**src/rtl/keypad_scanner.sv**
```systemverilog
// Matrix keypad scanner: one-hot column strobe, frame debounce, ready/ack report.
// Define KEYPAD_REPEAT_EN to add auto-repeat while a key stays held.
module keypad_scanner #(
    parameter int ROWS            = 4,
    parameter int COLS            = 3,
    parameter int CLK_FREQ        = 25000000,
    parameter int POLL_FREQ       = 10000,
    parameter int DEBOUNCE_FRAMES = 4,
    parameter int REPEAT_FRAMES   = 200,
    localparam int KW             = $clog2(ROWS * COLS)
) (
    input  logic            clk,
    input  logic            rst_n,
    input  logic            scan,
    input  logic [ROWS-1:0] row,
    output logic [COLS-1:0] col,
    output logic [KW-1:0]   key_code,
    output logic            key_ready,
    input  logic            key_ack,
    output logic            multi_key,
    output logic            overrun
);
    localparam int PERIOD = CLK_FREQ / POLL_FREQ;
    localparam int N      = ROWS * COLS;
    localparam int PW     = $clog2(PERIOD);
    localparam int CW     = (COLS > 1) ? $clog2(COLS) : 1;
    localparam int DW     = $clog2(DEBOUNCE_FRAMES + 1);
    localparam logic [COLS-1:0] COL_FIRST = COLS'(1) << (COLS - 1);

    typedef enum logic [1:0] {IDLE, STROBE, EVAL} state_t;
    typedef enum logic [1:0] {C_NONE, C_KEY, C_INVALID} cand_t;

    state_t        state;
    logic [PW-1:0] cnt;
    logic [CW-1:0] cidx;
    logic [N-1:0]  frame;
    cand_t         prev_cand;
    logic [KW-1:0] prev_idx;
    logic [DW-1:0] db_cnt;
    logic          held;

    logic [1:0]    nbits;
    logic [KW-1:0] idx;
    cand_t         cand;
    logic          same;
    logic [DW-1:0] db_next;
    logic          rel_done;
    logic          accept;
    logic          rep_fire;

    // nbits saturates at 2: only none / one / several matters
    always_comb begin
        nbits = 2'd0;
        idx   = '0;
        for (int c = 0; c < COLS; c++) begin
            for (int r = 0; r < ROWS; r++) begin
                if (frame[c*ROWS + r]) begin
                    if (nbits != 2'd2) nbits = nbits + 2'd1;
                    idx = KW'((ROWS - 1 - r) * COLS + (COLS - 1 - c));
                end
            end
        end
    end

    always_comb begin
        cand = C_INVALID;
        if (nbits == 2'd0)
            cand = C_NONE;
        else if (nbits == 2'd1)
            cand = C_KEY;
        same = (cand == prev_cand) && (cand != C_KEY || idx == prev_idx);
        if (cand == C_INVALID)
            db_next = '0;
        else if (!same)
            db_next = DW'(1);
        else if (db_cnt == DW'(DEBOUNCE_FRAMES))
            db_next = db_cnt;
        else
            db_next = db_cnt + DW'(1);
        rel_done = (cand == C_NONE) && (db_next == DW'(DEBOUNCE_FRAMES));
        accept   = ((cand == C_KEY) && (db_next == DW'(DEBOUNCE_FRAMES)) && !held)
                   || rep_fire;
    end

`ifdef KEYPAD_REPEAT_EN
    localparam int RW = $clog2(REPEAT_FRAMES + 1);

    logic [RW-1:0] rep_cnt;
    logic [KW-1:0] held_idx;
    logic          rep_match;

    assign rep_match = held && (cand == C_KEY) && (idx == held_idx);
    assign rep_fire  = rep_match && (rep_cnt == RW'(REPEAT_FRAMES - 1));

    always_ff @(posedge clk) begin
        if (!rst_n) begin
            rep_cnt  <= '0;
            held_idx <= '0;
        end else if (state == STROBE && cnt == PW'(PERIOD - 1) && !scan) begin
            rep_cnt <= '0;
        end else if (state == EVAL) begin
            if (accept)
                held_idx <= idx;
            if (!rep_match || rep_fire)
                rep_cnt <= '0;
            else
                rep_cnt <= rep_cnt + RW'(1);
        end
    end
`else
    localparam int repeat_unused = REPEAT_FRAMES;
    assign rep_fire = 1'b0;
`endif

    always_ff @(posedge clk) begin
        if (!rst_n) begin
            state     <= IDLE;
            cnt       <= '0;
            cidx      <= '0;
            frame     <= '0;
            prev_cand <= C_NONE;
            prev_idx  <= '0;
            db_cnt    <= '0;
            held      <= 1'b0;
            col       <= '0;
            key_code  <= '0;
            key_ready <= 1'b0;
            multi_key <= 1'b0;
            overrun   <= 1'b0;
        end else begin
            multi_key <= 1'b0;
            overrun   <= 1'b0;
            if (key_ready && key_ack)
                key_ready <= 1'b0;
            unique case (state)
                IDLE: begin
                    if (scan) begin
                        state <= STROBE;
                        cidx  <= CW'(COLS - 1);
                        cnt   <= '0;
                        col   <= COL_FIRST;
                    end
                end
                STROBE: begin
                    if (cnt == PW'(PERIOD - 1)) begin
                        cnt <= '0;
                        if (!scan) begin
                            // partial frame is dropped and press history forgotten
                            state     <= IDLE;
                            col       <= '0;
                            frame     <= '0;
                            prev_cand <= C_NONE;
                            prev_idx  <= '0;
                            db_cnt    <= '0;
                            held      <= 1'b0;
                        end else begin
                            frame[cidx*ROWS +: ROWS] <= row;
                            if (cidx == '0) begin
                                state <= EVAL;
                                col   <= '0;
                            end else begin
                                cidx <= cidx - CW'(1);
                                col  <= col >> 1;
                            end
                        end
                    end else begin
                        cnt <= cnt + PW'(1);
                    end
                end
                EVAL: begin
                    prev_cand <= cand;
                    prev_idx  <= idx;
                    db_cnt    <= db_next;
                    if (cand == C_INVALID)
                        multi_key <= 1'b1;
                    if (rel_done)
                        held <= 1'b0;
                    if (accept) begin
                        held <= 1'b1;
                        if (key_ready) begin
                            overrun <= 1'b1;
                        end else begin
                            key_code  <= idx;
                            key_ready <= 1'b1;
                        end
                    end
                    if (scan) begin
                        state <= STROBE;
                        cidx  <= CW'(COLS - 1);
                        cnt   <= '0;
                        col   <= COL_FIRST;
                    end else begin
                        state <= IDLE;
                    end
                end
                default: state <= IDLE;
            endcase
        end
    end
endmodule

```
**config.mk**
```make
export PLATFORM = sky130hd
export DESIGN_NAME = keypad_scanner
export DESIGN_NICKNAME = d
export VERILOG_FILES = /design/src/rtl/keypad_scanner.sv
export SDC_FILE = /design/constraint.sdc
export NUM_CORES = 1
export LEC_CHECK = 0
export BUFFER_PORTS_ARGS = -buffer_cell sky130_fd_sc_hd__buf_2
export CAP_MARGIN = 20
export CORE_MARGIN = 3
export CORE_UTILIZATION = 64
export CTS_BUF_LIST = sky130_fd_sc_hd__clkbuf_4
export DETAILED_ROUTE_END_ITERATION = 10
export PLACE_DENSITY = 0.84
export SKIP_LAST_GASP = 1
export SLEW_MARGIN = 20
export SYNTH_ARGS = -nofsm -noshare
export SYNTH_HDL_FRONTEND = slang
export SYNTH_SLANG_ARGS = --single-unit
```
**constraint.sdc**
```tcl
create_clock -name clk -period 6.43 [get_ports clk]
set_input_delay 0 -clock clk [delete_from_list [all_inputs] [get_ports clk]]
set_output_delay 0 -clock clk [all_outputs]
set_load 0.02 [all_outputs]
```
== After elaboration in Yosys (flattened, before gate mapping) ==
Cells that the tools add are included.
Widths: inputs -> output; s select.
Storage, ports and cells
  bits in registers: 48
  logic and storage cells: 166
  output and inout bits: 10
  bits of input ports: 8
Cells by class
  reductions and logical operators: 24
  bitwise logic cells: 1
  equality and inequality tests: 30
  add/sub/neg operators: 15
  mux-type cells: 81
  shift-type cells: 2
Operators by type and width (count)
  $mux 2: 36
  $mux 4: 14
  $mux 12: 3
  $neg 4->34: 1
  $shift 4x34->12 const A: 1
  $shiftx 4x34->12: 1
  $ne 2x2->1 const B: 16
  $pmux 12 s2: 1
  $add 2x1->2 const B: 11
  $mux 3: 7
  $reduce_and 3->1: 5
  $add 12x1->12 const B: 1
  $bwmux 12: 1
  $eq 12x12->1 const B: 1
  $mux 1: 12
  $pmux 3 s2: 2
  $logic_not 2->1: 4
  $pmux 2 s2: 2
  $pmux 4 s2: 1
  $eq 2x1->1 const B: 3
  $eq 3x3->1 const B: 2
  $ne 3x3->1 const B: 2
  $pmux 2 s3: 1
  $reduce_and 2->1: 3
  15 further kinds: 22

== Logic depth before layout (Yosys ltp) ==
  depth after elaboration: 47
  mapped depth: 24
  depth with buffers taken out: 22

== Worst setup path after synthesis ==
OpenSTA, ideal clock, no wires.
  path type: register -> register
  from: reg frame[0]
  to: reg key_code[0]
  buffers on the path: 0
  slack: 1474 ps
  required time: 6308 ps
  cell stages (with the launch flop): 23
  arrival: 4834 ps
  period minus slack after synthesis: 4956 ps
  library setup time: 122 ps
  cells stage by stage: dfxtp_1 > inv_1 > ha_1 > or4b_4 > o211ai_2 > mux2_2 > a221o_1 > o21ai_0 > o211ai_1 > and4_1 > a211oi_1 > nand3_1 > nor2_1 > nor2_1 > ha_1 > nand2_1 > o21a_1 > ha_1 > a21oi_1 > o31ai_2 > nor4_4 > nand3b_2 > mux2i_1
On the way
  longest elaborated chain between the ends: 46
  elaborated cells on any way between the ends: 74
  those cells by class: add/sub (11); eq/ne (18); mux (39); reduce/logical (6)
RTL lines
  start: declaration: RTL line 36  | logic [N-1:0] frame;
  start signal: indexed assignment: RTL line 157  | frame[cidx*ROWS +: ROWS] <= row;
  $mux 1: RTL line 57  | if (frame[c*ROWS + r]) begin
  $add 2x1->2 / $ne 2x2->1 (equally long branches): RTL line 58  | if (nbits != 2'd2) nbits = nbits + 2'd1;
  $mux 2: RTL line 58
  $mux 2: RTL line 57
  $add 2x1->2 / $ne 2x2->1 (equally long branches): RTL line 58
  $mux 2: RTL line 58
  $mux 2: RTL line 57
  $add 2x1->2 / $ne 2x2->1 (equally long branches): RTL line 58
  [29 not listed]
  $ne 2x1->1: RTL line 71  | same = (cand == prev_cand) && (cand != C_KEY || idx == prev_idx);
  $logic_or 1x1->1: RTL line 71
  $logic_and 1x1->1: RTL line 71
  $mux 3: RTL line 74  | else if (!same)
  $mux 3: RTL line 72  | if (cand == C_INVALID)
  $eq 3x3->1: RTL line 81  | accept = ((cand == C_KEY) && (db_next == DW'(DEBOUNCE_FRAMES)) && !held)
  $logic_and 1x1->1 (2 in a row): RTL line 81
  $reduce_and 3->1 (no line)
  end signal: assignment: RTL line 183  | key_code <= idx;
  end: declaration: RTL line 17  | output logic [KW-1:0] key_code,
Parallel ways exist; a longest one is shown, timed or not.
A chain may end at the register's enable or synchronous reset.

== Worst setup path in the final report ==
Ends and elaborated chain as after synthesis.

==> flow_summary.ini <==
[grt]
grt_usage_pct = 27.33
grt_max_degree = 48
overflow = 0
grt_pass1_wl_um = 14500
grt_pass1_vias = 3263
antenna_found_initial = 0

[final_layout]
drive_gt1_share_pct = 9.504
fin_area_um2 = 3805
finish.utilization_pct = 71.76
instances_no_fill = 554
antenna_cells = 0
syn_to_final_growth_pct = 5.116
layout.nets = 504

[cts]
clk_pin_slew_worst_paths_ns = 0.13
root_buffer = clkbuf_4
ctsResizeCount = 0
insertion_delay_ns = 0.36
clkSinkCount = 48
cts_buffer_depth = 2
cts-htree-levels = 2
numCtsBuffers = 5
cts_tree = yes

[timing]
tns_ns = 0
fmax_mhz = 180.0
whs_ns = 0.01831
period_minus_slack_ns = 5.555
fin_crit_sh_pct = 86.39
setup_viol = 0
finalClockSkew_ns = 0.006341
slew-limit-headroom_pct = 54.01
tightest_slew_ns = 0.6898
hold_viol_final = 0
rsz0062_at_grt = false
slew_violations = 0
setup_slack_ns = 0.8751

[power]
peakVddDrop_mv = 0.1305
total_power_uw = 481.4
leakage_nw = 1.397
cellPowerDensity_nw_per_um2 = 126.5

[outcome]
outcome = complete, no violations

[place]
port_buffers = 17
dpl_cell_area_um2 = 3699
place_congestion = 0.9262
dp_hpwl_um = 6126
place_ws_ns = 0.9643
placedCellCount = 541

[yosys]
yosysUniqueCellTypes = 76
mappedNetlistNets = 498
synth-edff-count = 0
synth_top_area_share_pct = 26.55
avgSynthCellArea_um2 = 7.589
async_reset_ff_share_pct = 0
synth_area_leaders = dfxtp_1 27%, nand2_1 5.1%, ha_1 4.5%
synth_seq_cells = 48
syn-instance-count = 477
synth_top_area_cell = dfxtp_1
syn-cell-area_um2 = 3620
yosys_most_used_dff = dfxtp_1
yosysSeqAreaShare_pct = 26.55
yosysWarnings = 0

[die]
rows = 26
dieWidth_um = 81.21
initial_core_util_pct = 68.26
die_h_um = 81.21
io_pins = 18
dieArea_um2 = 6594
coreArea_um2 = 5303

[route]
wire_per_inst_um = 15.41
drc = 0
antenna_left = 0
viasPerCell = 6.471
num_vias = 3585
drt_wl_total_um = 8537
drt_iter0_markers = 236
firstDrtPassIters = 5

[worst_setup_path]
path_class = reg -> reg
cp-end-kind = flop
startpoint_type = flop
crit_required_ns = 6.69
crit_arrival_ns = 5.81
critPathMaxFanout = 8

[job]
drv_cap = 0

[worst_hold_path]
min_path_type = in -> reg
[synth_stat cells (all sizes together) (8+ instances only)]
cell / count
nand2: 49
dfxtp: 48
nor2: 41
o21ai: 33
nand3: 32
a21oi: 26
clkbuf: 19
inv: 19
nor2b: 19
nor3: 16
and2: 13
ha: 13
a21boi: 11
and3: 9
xnor2: 8
[layer usage]
| layer | global-route usage [%] | routed length [µm] | up-vias |
|---|---|---|---|
| li1 | - | - | 1755 |
| met3 | 3.769 | 500 | 20 |
| met2 | 47.78 | 4096 | 137 |
| met1 | 33.76 | 3787 | 1673 |
| met4 | 10.64 | 153 | 0 |
| met5 | 0 | 0 | - |
[state kept, by name, summed over array words and instances (netlist names), 3 cells and up]
register,cells
cnt,12
col,3
prev_idx,4
frame,12
db_cnt,3
key_code,4
[critical path: stages, from the launching register on]
cell and delay (ns):
dfxtp_1 0.43, inv_1 0.09, ha_1 0.36, or4b_4 0.58, o211ai_2 0.20, mux2_2 0.41
a221oi_2 0.44, nor3_1 0.17, a221oi_1 0.47, a31oi_2 0.15, xnor2_1 0.26, o21ai_2 0.13
ha_1 0.32, nand2_1 0.07, o21a_1 0.13, ha_1 0.27, a21oi_1 0.17, o31ai_2 0.13
nor4_4 0.31, nand3b_2 0.19, mux2i_1 0.16
[power breakdown]
group	total, mW	switching [mW]	internal, mW
Sequential	0.302	0.00245	0.300
Clock	0.144	0.0937	0.0507
Combinational	0.0349	0.0222	0.0126
Total	0.481	0.118	0.363
[cell type report]
type | count | area [µm²]
multi-input cells | 386 | 2486
fillers | 429 | 1498
flip-flops and latches | 48 | 960.9
repair buffers | 23 | 142.6
well taps | 70 | 87.58
inverters | 19 | 71.32
clock buffers | 7 | 52.55
clock inverters | 1 | 3.754
[placed cells by master (no fill, tap or decap), types with 3 or more instances in the layout]
cell           instances
o22ai_1                3
a32o_1                 4
nor2_1                41
o21a_1                 6
xnor2_1                8
mux2i_1                6
o31ai_1                3
nor4_1                 4
and2_1                13
a21oi_1               26
and3_1                 9
a21boi_0               9
o221ai_1               3
clkbuf_4               7
inv_1                 19
nor3b_1                5
nor3_1                15
a31oi_1                3
o211ai_1               6
a21o_1                 3
nor2b_1               19
o211a_1                4
buf_2                 17
dfxtp_1               48
or2_1                  3
nand2b_1               7
xor2_1                 3
a211oi_1               3
nand2_1               49
nand4_1                4
ha_1                  13
nand3_1               32
dlygate4sd3_1          5
o21ai_0               31
[what timing repair did]
action,CTS,global route
endpoints found under the hold margin,10,0
hold buffers,5,0
setup buffers,0,0
[worst paths after layout]
check / slack (ns) / start / cells past startpoint / endpoint
max: 0.88 / frame[0] / 20 / key_code[0]
min: 0.02 / scan / 3 / state[1]
max reg2reg: 0.88 / frame[0] / 20 / key_code[0]
min reg2reg: 0.47 / key_code[2] / 2 / key_code[2]
[cells by family after synthesis]
kind of cell	share of synthesized area [%]
and+or+nand+nor	31.25
AOI/OAI and AO/OA	27.89
DFF	26.55
buffers and inverters	4.770
adders and majority gates	4.494
xor gates and xnor gates	2.662
muxes	2.385
(Power assumes the default switching activity.)
